### config.mk
export PLATFORM = sky130hd
export DESIGN_NAME = phase_accumulator_flat
export DESIGN_NICKNAME = d
export VERILOG_FILES = /design/src/rtl/phase_accumulator_if.sv /design/src/rtl/phase_accumulator.sv /design/src/flat_wrapper.sv
export SDC_FILE = /design/constraint.sdc
export NUM_CORES = 1
export LEC_CHECK = 0
export ABC_CLOCK_PERIOD_IN_PS = 5100
export CORE_MARGIN = 5
export CORE_UTILIZATION = 59
export CTS_BUF_LIST = sky130_fd_sc_hd__clkbuf_4
export DETAILED_ROUTE_END_ITERATION = 16
export GPL_TIMING_DRIVEN = 0
export PLACE_DENSITY = 0.84
export SLEW_MARGIN = 10
export SYNTH_ARGS = -nofsm -noshare
export SYNTH_HDL_FRONTEND = slang
export SYNTH_SLANG_ARGS = --single-unit
### constraint.sdc
create_clock -name clk -period 5.1 [get_ports clk]
set_input_delay 1.02 -clock clk [delete_from_list [all_inputs] [get_ports clk]]
set_output_delay 1.02 -clock clk [all_outputs]
set_load 0.02 [all_outputs]
### src/rtl/phase_accumulator_if.sv
// FTW update channel into the phase accumulator: valid/ready handshake.
// Ports: ftw_in (tuning word), ftw_valid (source), ftw_ready (sink).
interface phase_accumulator_if #(
    parameter int ACC_W = 32
);
    logic [ACC_W-1:0] ftw_in;
    logic             ftw_valid;
    logic             ftw_ready;

    modport master (
        output ftw_in,
        output ftw_valid,
        input  ftw_ready
    );

    modport slave (
        input  ftw_in,
        input  ftw_valid,
        output ftw_ready
    );
endinterface

### src/rtl/phase_accumulator.sv
// NCO phase generator feeding sine_LUT (which uses phase[31:24]).
// Ports: clk, reset (sync, active-high), enable, clear, ftw (FTW
// handshake, slave), phase_offset, phase, phase_valid, wrap.
// Optional macro PHASE_DITHER_EN adds LFSR dither to the phase LSBs.
module phase_accumulator #(
    parameter int               ACC_W       = 32,
    parameter logic [ACC_W-1:0] DEFAULT_FTW = 32'h0100_0000,
    parameter bit               SYNC_UPDATE = 1'b1,
    parameter int               DITHER_BITS = 8
) (
    input  logic                clk,
    input  logic                reset,
    input  logic                enable,
    input  logic                clear,
    phase_accumulator_if.slave  ftw,
    input  logic [ACC_W-1:0]    phase_offset,
    output logic [ACC_W-1:0]    phase,
    output logic                phase_valid,
    output logic                wrap
);

    typedef enum logic {
        IDLE,
        PEND
    } state_t;

    state_t state;
    state_t state_nx;

    logic [ACC_W-1:0] acc;
    logic [ACC_W-1:0] acc_nx;
    logic [ACC_W-1:0] ftw_active;
    logic [ACC_W-1:0] ftw_shadow;
    logic [ACC_W:0]   sum;
    logic             carry;
    logic             xfer;
    logic             swap;
    logic             swap_cond;
    logic [DITHER_BITS-1:0] dither_lsb;
    logic [ACC_W-1:0] dither;

    assign sum   = {1'b0, acc} + {1'b0, ftw_active};
    assign carry = sum[ACC_W];

    assign ftw.ftw_ready = (state == IDLE) & ~reset;
    assign xfer          = ftw.ftw_valid & ftw.ftw_ready;

    // Wrap-synchronous swap keeps the phase continuous at the LUT seam.
    assign swap_cond = SYNC_UPDATE ? (enable & ~clear & carry)
                                   : enable;

    always_comb begin
        acc_nx = acc;
        if (clear)
            acc_nx = '0;
        else if (enable)
            acc_nx = sum[ACC_W-1:0];
    end

    always_comb begin
        state_nx = state;
        swap     = 1'b0;
        unique case (state)
            IDLE: begin
                if (xfer)
                    state_nx = PEND;
            end
            PEND: begin
                if (swap_cond) begin
                    swap     = 1'b1;
                    state_nx = IDLE;
                end
            end
            default: state_nx = IDLE;
        endcase
    end

    always_ff @(posedge clk) begin
        if (reset)
            state <= IDLE;
        else
            state <= state_nx;
    end

`ifdef PHASE_DITHER_EN
    logic [15:0] lfsr;

    // Fibonacci LFSR, taps 16/14/13/11.
    always_ff @(posedge clk) begin
        if (reset)
            lfsr <= 16'hACE1;
        else if (enable)
            lfsr <= {lfsr[14:0],
                     lfsr[15] ^ lfsr[13] ^ lfsr[12] ^ lfsr[10]};
    end

    assign dither_lsb = lfsr[DITHER_BITS-1:0];
`else
    assign dither_lsb = '0;
`endif

    assign dither = ACC_W'(dither_lsb);

    always_ff @(posedge clk) begin
        if (reset) begin
            acc         <= '0;
            ftw_active  <= DEFAULT_FTW;
            ftw_shadow  <= '0;
            phase       <= '0;
            phase_valid <= 1'b0;
            wrap        <= 1'b0;
        end else begin
            acc         <= acc_nx;
            wrap        <= enable & ~clear & carry;
            phase_valid <= enable & ~clear;
            if (clear)
                phase <= phase_offset;
            else if (enable)
                phase <= acc_nx + phase_offset + dither;
            if (xfer)
                ftw_shadow <= ftw.ftw_in;
            if (swap)
                ftw_active <= ftw_shadow;
        end
    end

endmodule
### src/flat_wrapper.sv
// flat-port wrapper written by rule: the top's interface ports become plain ports
module phase_accumulator_flat 
#(
    parameter int               ACC_W       = 32,
    parameter logic [ACC_W-1:0] DEFAULT_FTW = 32'h0100_0000,
    parameter bit               SYNC_UPDATE = 1'b1,
    parameter int               DITHER_BITS = 8
)
  (clk, reset, enable, clear, phase_offset, phase, phase_valid, wrap, ftw_ftw_in, ftw_ftw_valid, ftw_ftw_ready);
  phase_accumulator_if #(.ACC_W(ACC_W)) ftw_i ();
  input  logic clk;
  input  logic reset;
  input  logic enable;
  input  logic clear;
  input  logic [ACC_W-1:0] phase_offset;
  output logic [ACC_W-1:0] phase;
  output logic phase_valid;
  output logic wrap;
  input wire logic [$bits(ftw_i.ftw_in)-1:0] ftw_ftw_in;
  input wire logic [$bits(ftw_i.ftw_valid)-1:0] ftw_ftw_valid;
  output wire logic [$bits(ftw_i.ftw_ready)-1:0] ftw_ftw_ready;
  assign ftw_i.ftw_in = ftw_ftw_in;
  assign ftw_i.ftw_valid = ftw_ftw_valid;
  assign ftw_ftw_ready = ftw_i.ftw_ready;
  phase_accumulator #(.ACC_W(ACC_W), .DEFAULT_FTW(DEFAULT_FTW), .SYNC_UPDATE(SYNC_UPDATE), .DITHER_BITS(DITHER_BITS)) u_core (.clk(clk), .reset(reset), .enable(enable), .clear(clear), .ftw(ftw_i), .phase_offset(phase_offset), .phase(phase), .phase_valid(phase_valid), .wrap(wrap));
endmodule
==> results.md <==
Die:
- The starting utilization of the core area is 59.9%.
- The y dimension of the die is about 130 um.
- In this run the horizontal extent of the chip is 131 um.
- The core region is about 0.014 mm2.
- The floorplan has 44 rows.
- The die covers 0.0172 mm2.
- In this run the count of I/O pins placed on the die edge is 104.

Placed design:
- The routability congestion estimate from global placement is ~0.96.
- Input and output buffers added on the ports amount to 103.
- The HPWL reported at the end of detailed placement is 20200 um.

Synth:
- Among all flip-flop cells after synthesis, the most frequent one is dfxtp_1.
- For this run, the register share of the synthesized area comes to 30.4%.
- Of all flip-flops after synthesis, the portion carrying an async set or reset was 0%.
- By area the synthesized netlist is led by dfxtp_1, ha_1, a21oi_1.
- Yosys mapped the design onto 70 distinct sky130hd cell types.
- When the netlist entered floorplanning its net count stood at 1253.
- Summing the areas of all and, or, nand and nor instances in the mapped netlist gives 22.2% of the synthesized area.
- The flop and latch count out of synthesis is ~130.
- The post-synthesis area per instance is 7.72 um2.
- The area fraction in compound gates after synthesis is 25.9%.
- The combinational family with the most area after synthesis is compound AO/OA/AOI/OAI gates.
- After technology mapping, the gate count stands at between 1000 and 1500.
- dfxtp_1 takes more of the synthesized area than any other cell.
- The share of synthesized area in the top cell type comes to about 30%.
- The synthesized netlist devotes 3.95% of its cell area to XOR and XNOR gates.
- For this run, the number of Yosys warnings is 0.
- The mux contribution to synthesized area is 3.37%.
- The mapped netlist covers 0.00864 mm2.
- The post-synthesis adder-cell area fraction is under 10%.
- The synthesized design contains 0 enable-type register cells.

Cells and area:
- The sequential cell area in the final layout is 0.00262 mm2.
- After the last flow step, the layout net total stands at roughly 1400.
- The fraction of the core area covered by cells at the end of the flow is 70.8%.
- The count of fill cells added during filler insertion is ~1300.
- Relative to the synthesized area, the layout overhead comes to 18.2%.
- The fraction of final layout cells with drive strength greater than 1 is 5.43%.
- The multi-input logic area is between 0.005 and 0.006 mm2.

Timing:
- The final count of hold timing violations was 0.
- The number of pins exceeding their max-slew limit in the final report came to 0.
- On the final layout, the worst clock skew is 0.0236 ns.
- Derived from the worst setup path, the maximum achievable clock frequency is 0.203 GHz.
- Measured against its own limit, the worst slew margin works out to 44.7%.
- Setup repair after global routing left no endpoint under its margin.
- The worst path in the final design needs a cycle of 4.92 ns, including I/O delays and setup.
- The share of the cycle needed by the critical path after routing is 96.5%.
- At the pin with the least slew margin, the transition time is slightly above 0.8 ns.
- The final setup violation count is 0.
- The aggregate negative setup slack is 0 ns.

Clock network:
- The total number of clock tree sinks is 131.
- The later pin in the worst-skew pair is clocked with a latency of just under 0.6 ns.
- Clock-pin slew was measured on the worst setup and hold paths at 0.13 ns.
- Counting the buffers created by CTS gives 17.
- In this run the number of H-tree levels came out at 4.
- The total of hold buffers inserted after clock tree synthesis is 0.
- TritonCTS built the clock tree.
- In this run the deepest clock path goes through 2 buffers.
- The tree is rooted in a clkbuf_4.
- The setup fix buffers added after clock tree synthesis is 0.

Worst setup path:
- In this run the register-to-register setup slack is 0.25 ns.
- The maximum fanout along the worst path is 10.
- The path type of the worst setup path is input port to register.
- The element type at the critical path end is a register.
- The start of the worst register-to-register path is u_core.ftw_active[0].
- Data arrives at the worst endpoint at between 5 and 6 ns.
- Data on the critical path is required at its endpoint by 5.57 ns.
- The sort of element at the start of the critical path is an input port.
- The launching instance or port of the critical path is enable.

Route:
- Once detail routing completed, the nets flagged for antenna violations numbered 0.
- The top layer used by detailed routing is met4.
- The ratio of routed vias to standard cells is just over 6.
- Summed over all nets, wire length on met2 after detailed routing comes to 12500 um.
- In this run, the number of DRC markers left after iteration 0 of detailed routing was about 850.
- The number of vias in the routed layout is roughly 8900.
- The length of routed wiring on met1 is 11400 um.
- The first detailed-routing pass ran for 6 iterations.
- Wires add up to 26500 um.
- The met3 wire length is 1730 um.
- The routed wire length per instance is 18.5 um.
- In the routed design, unresolved DRC markers number 0.

Power and ir drop:
- In this run the static leakage power is 4.29 nW.
- The total net switching power is 0.650 mW.
- VDD sags by at most approximately 0.00017 V.
- Internal power comes to 1.52 mW.
- The share of total power dissipated in combinational logic is about 17%.
- The clock group share of total power is 33.6%.
- Net switching is 30.0% of the power.
- The power consumption is roughly 2.2 mW.
- For this design the ratio of total power to cell area is 212 mW/mm2.
- In this run, flip-flops and latches consume about half of the power.

Worst hold path:
- The source of the worst hold timing path is u_core.ftw_shadow[8].
- The min-delay analysis places its worst path in the category register to register.

Status:
- The flow ran to the end, and the final reports show no timing, DRC or antenna violations.

Global route:
- The global-route wire length before repair is 41700 um.
- The initial antenna violation count is 1.
- Global routing finished with a remaining overflow of 0.
- In the global route stage, overall resource usage came out at a little under a third.
- Entering global routing, the biggest net connects 17 pins.
- The number of global-route vias before repair is 8374.

Job:
- The max-capacitance violation count is 0.
-- per-layer routing --
metal  global-route usage [%]  up-vias
li1                         -     4295
met1                     40.0     4197
met2                     51.2      350
met3                     5.61       76
met4                     12.8        0
met5                        0        -
-- power by group through the flow --
stage / registers, mW / logic, mW / clock network, mW
global placement: 1.11 / 0.348 / 0
finish: 1.08 / 0.358 / 0.728
global route: 1.09 / 0.386 / 0.776
CTS: 1.08 / 0.354 / 0.727
detailed placement: 1.11 / 0.352 / 0
floorplan: 1.12 / 0.168 / 0
-- area by class of cell --
cell class | count | area share [%]
diodes | 1 | 0.0245
plain buffers | 74 | 2.98
clock buffers | 19 | 1.40
clock inverters | 13 | 1.32
inverters | 28 | 1.07
multi-input cells | 884 | 55.2
flip-flops and latches | 131 | 25.7
well taps | 184 | 2.25
repair buffers | 103 | 10.1
-- synth_stat cells (15+ instances only) --
cell type / n
o21ai_0: 99
nand2b_1: 42
mux2i_1: 28
a31oi_1: 15
a21o_1: 35
ha_1: 63
xnor2_1: 23
clkbuf_1: 60
nor2b_1: 21
a21oi_1: 109
xor2_1: 16
nor2_1: 95
inv_1: 27
nand3_1: 52
nor3_1: 37
dfxtp_1: 131
a211oi_1: 16
nand2_1: 87
-- what timing repair did --
action / in CTS / in global routing
endpoints found under the setup margin: 18 / 18
pin swaps: 0 / 1
resized for setup: 7 / 20
-- stage by stage --
step / cell area, um2 / cells / hold WS (ns) / worst slack, ns
2_1_floorplan: 8640 / 1119 / 0.444 / 0.715
3_3_place_gp: 9900 / 1406 / 0.455 / -1.10
3_5_place_dp: 9900 / 1406 / 0.459 / -1.10
4_1_cts: 10200 / 1438 / 0.478 / 0.0252
5_1_grt: 10200 / 1437 / 0.498 / 0.00696
6_report: 10200 / 1437 / 0.479 / 0.177
-- flip-flops by register name, summed over array words and instances, names as in the netlist --
register / count
u_core.ftw_active: 32
u_core.phase: 32
u_core.wrap: 1
u_core.phase_valid: 1
u_core.state: 1
u_core.ftw_shadow: 32
u_core.acc: 32
-- cells by family (layout without fill, tap and decap cells) --
group,count (synthesis),in the layout
AND/OR/NAND/NOR,392,392
AO/OA/AOI/OAI,359,359
flip-flops,131,131
buffers and inverters,104,237
adder cells (fa/ha/maj),65,65
XOR/XNOR,39,39
multiplexers,29,29
other,0,1
-- cells in the final DEF (no fill, tap or decap), types with 11 or more instances in the layout --
cell,synthesis,final
dfxtp_1,131,131
a21oi_1,109,106
clkdlybuf4s50_1,0,102
o21ai_0,99,96
nor2_1,95,95
nand2_1,87,87
ha_1,63,63
clkbuf_1,60,52
nand3_1,52,52
nand2b_1,42,42
nor3_1,37,37
a21o_1,35,35
mux2i_1,28,28
inv_1,27,27
xnor2_1,23,23
nor2b_1,21,21
clkbuf_4,0,20
xor2_1,16,16
a211oi_1,16,16
a31oi_1,15,15
buf_2,7,12
and3_1,12,12
a221oi_1,11,11
-- critical path, cell delays in order --
cell	delay [ns]
clkdlybuf4s50_1	0.65
clkbuf_4	0.35
buf_1	0.59
mux2i_1	0.31
nor2_1	0.10
ha_1	0.28
buf_2	0.17
nand3_1	0.09
o211ai_1	0.13
or3_1	0.37
o21ai_1	0.25
a21oi_1	0.17
o2111ai_1	0.31
a21o_1	0.20
a21oi_1	0.07
a311o_1	0.32
-- final timing paths --
| path | end | depth (start not counted) |
|---|---|---|
| hold / removal | u_core.ftw_active[8] | 2 |
| setup reg to reg | u_core.phase[31] | 21 |
| hold reg to reg | u_core.ftw_active[8] | 2 |
| setup / recovery | u_core.phase[31] | 16 |
Power figures use the tool's default switching activity.
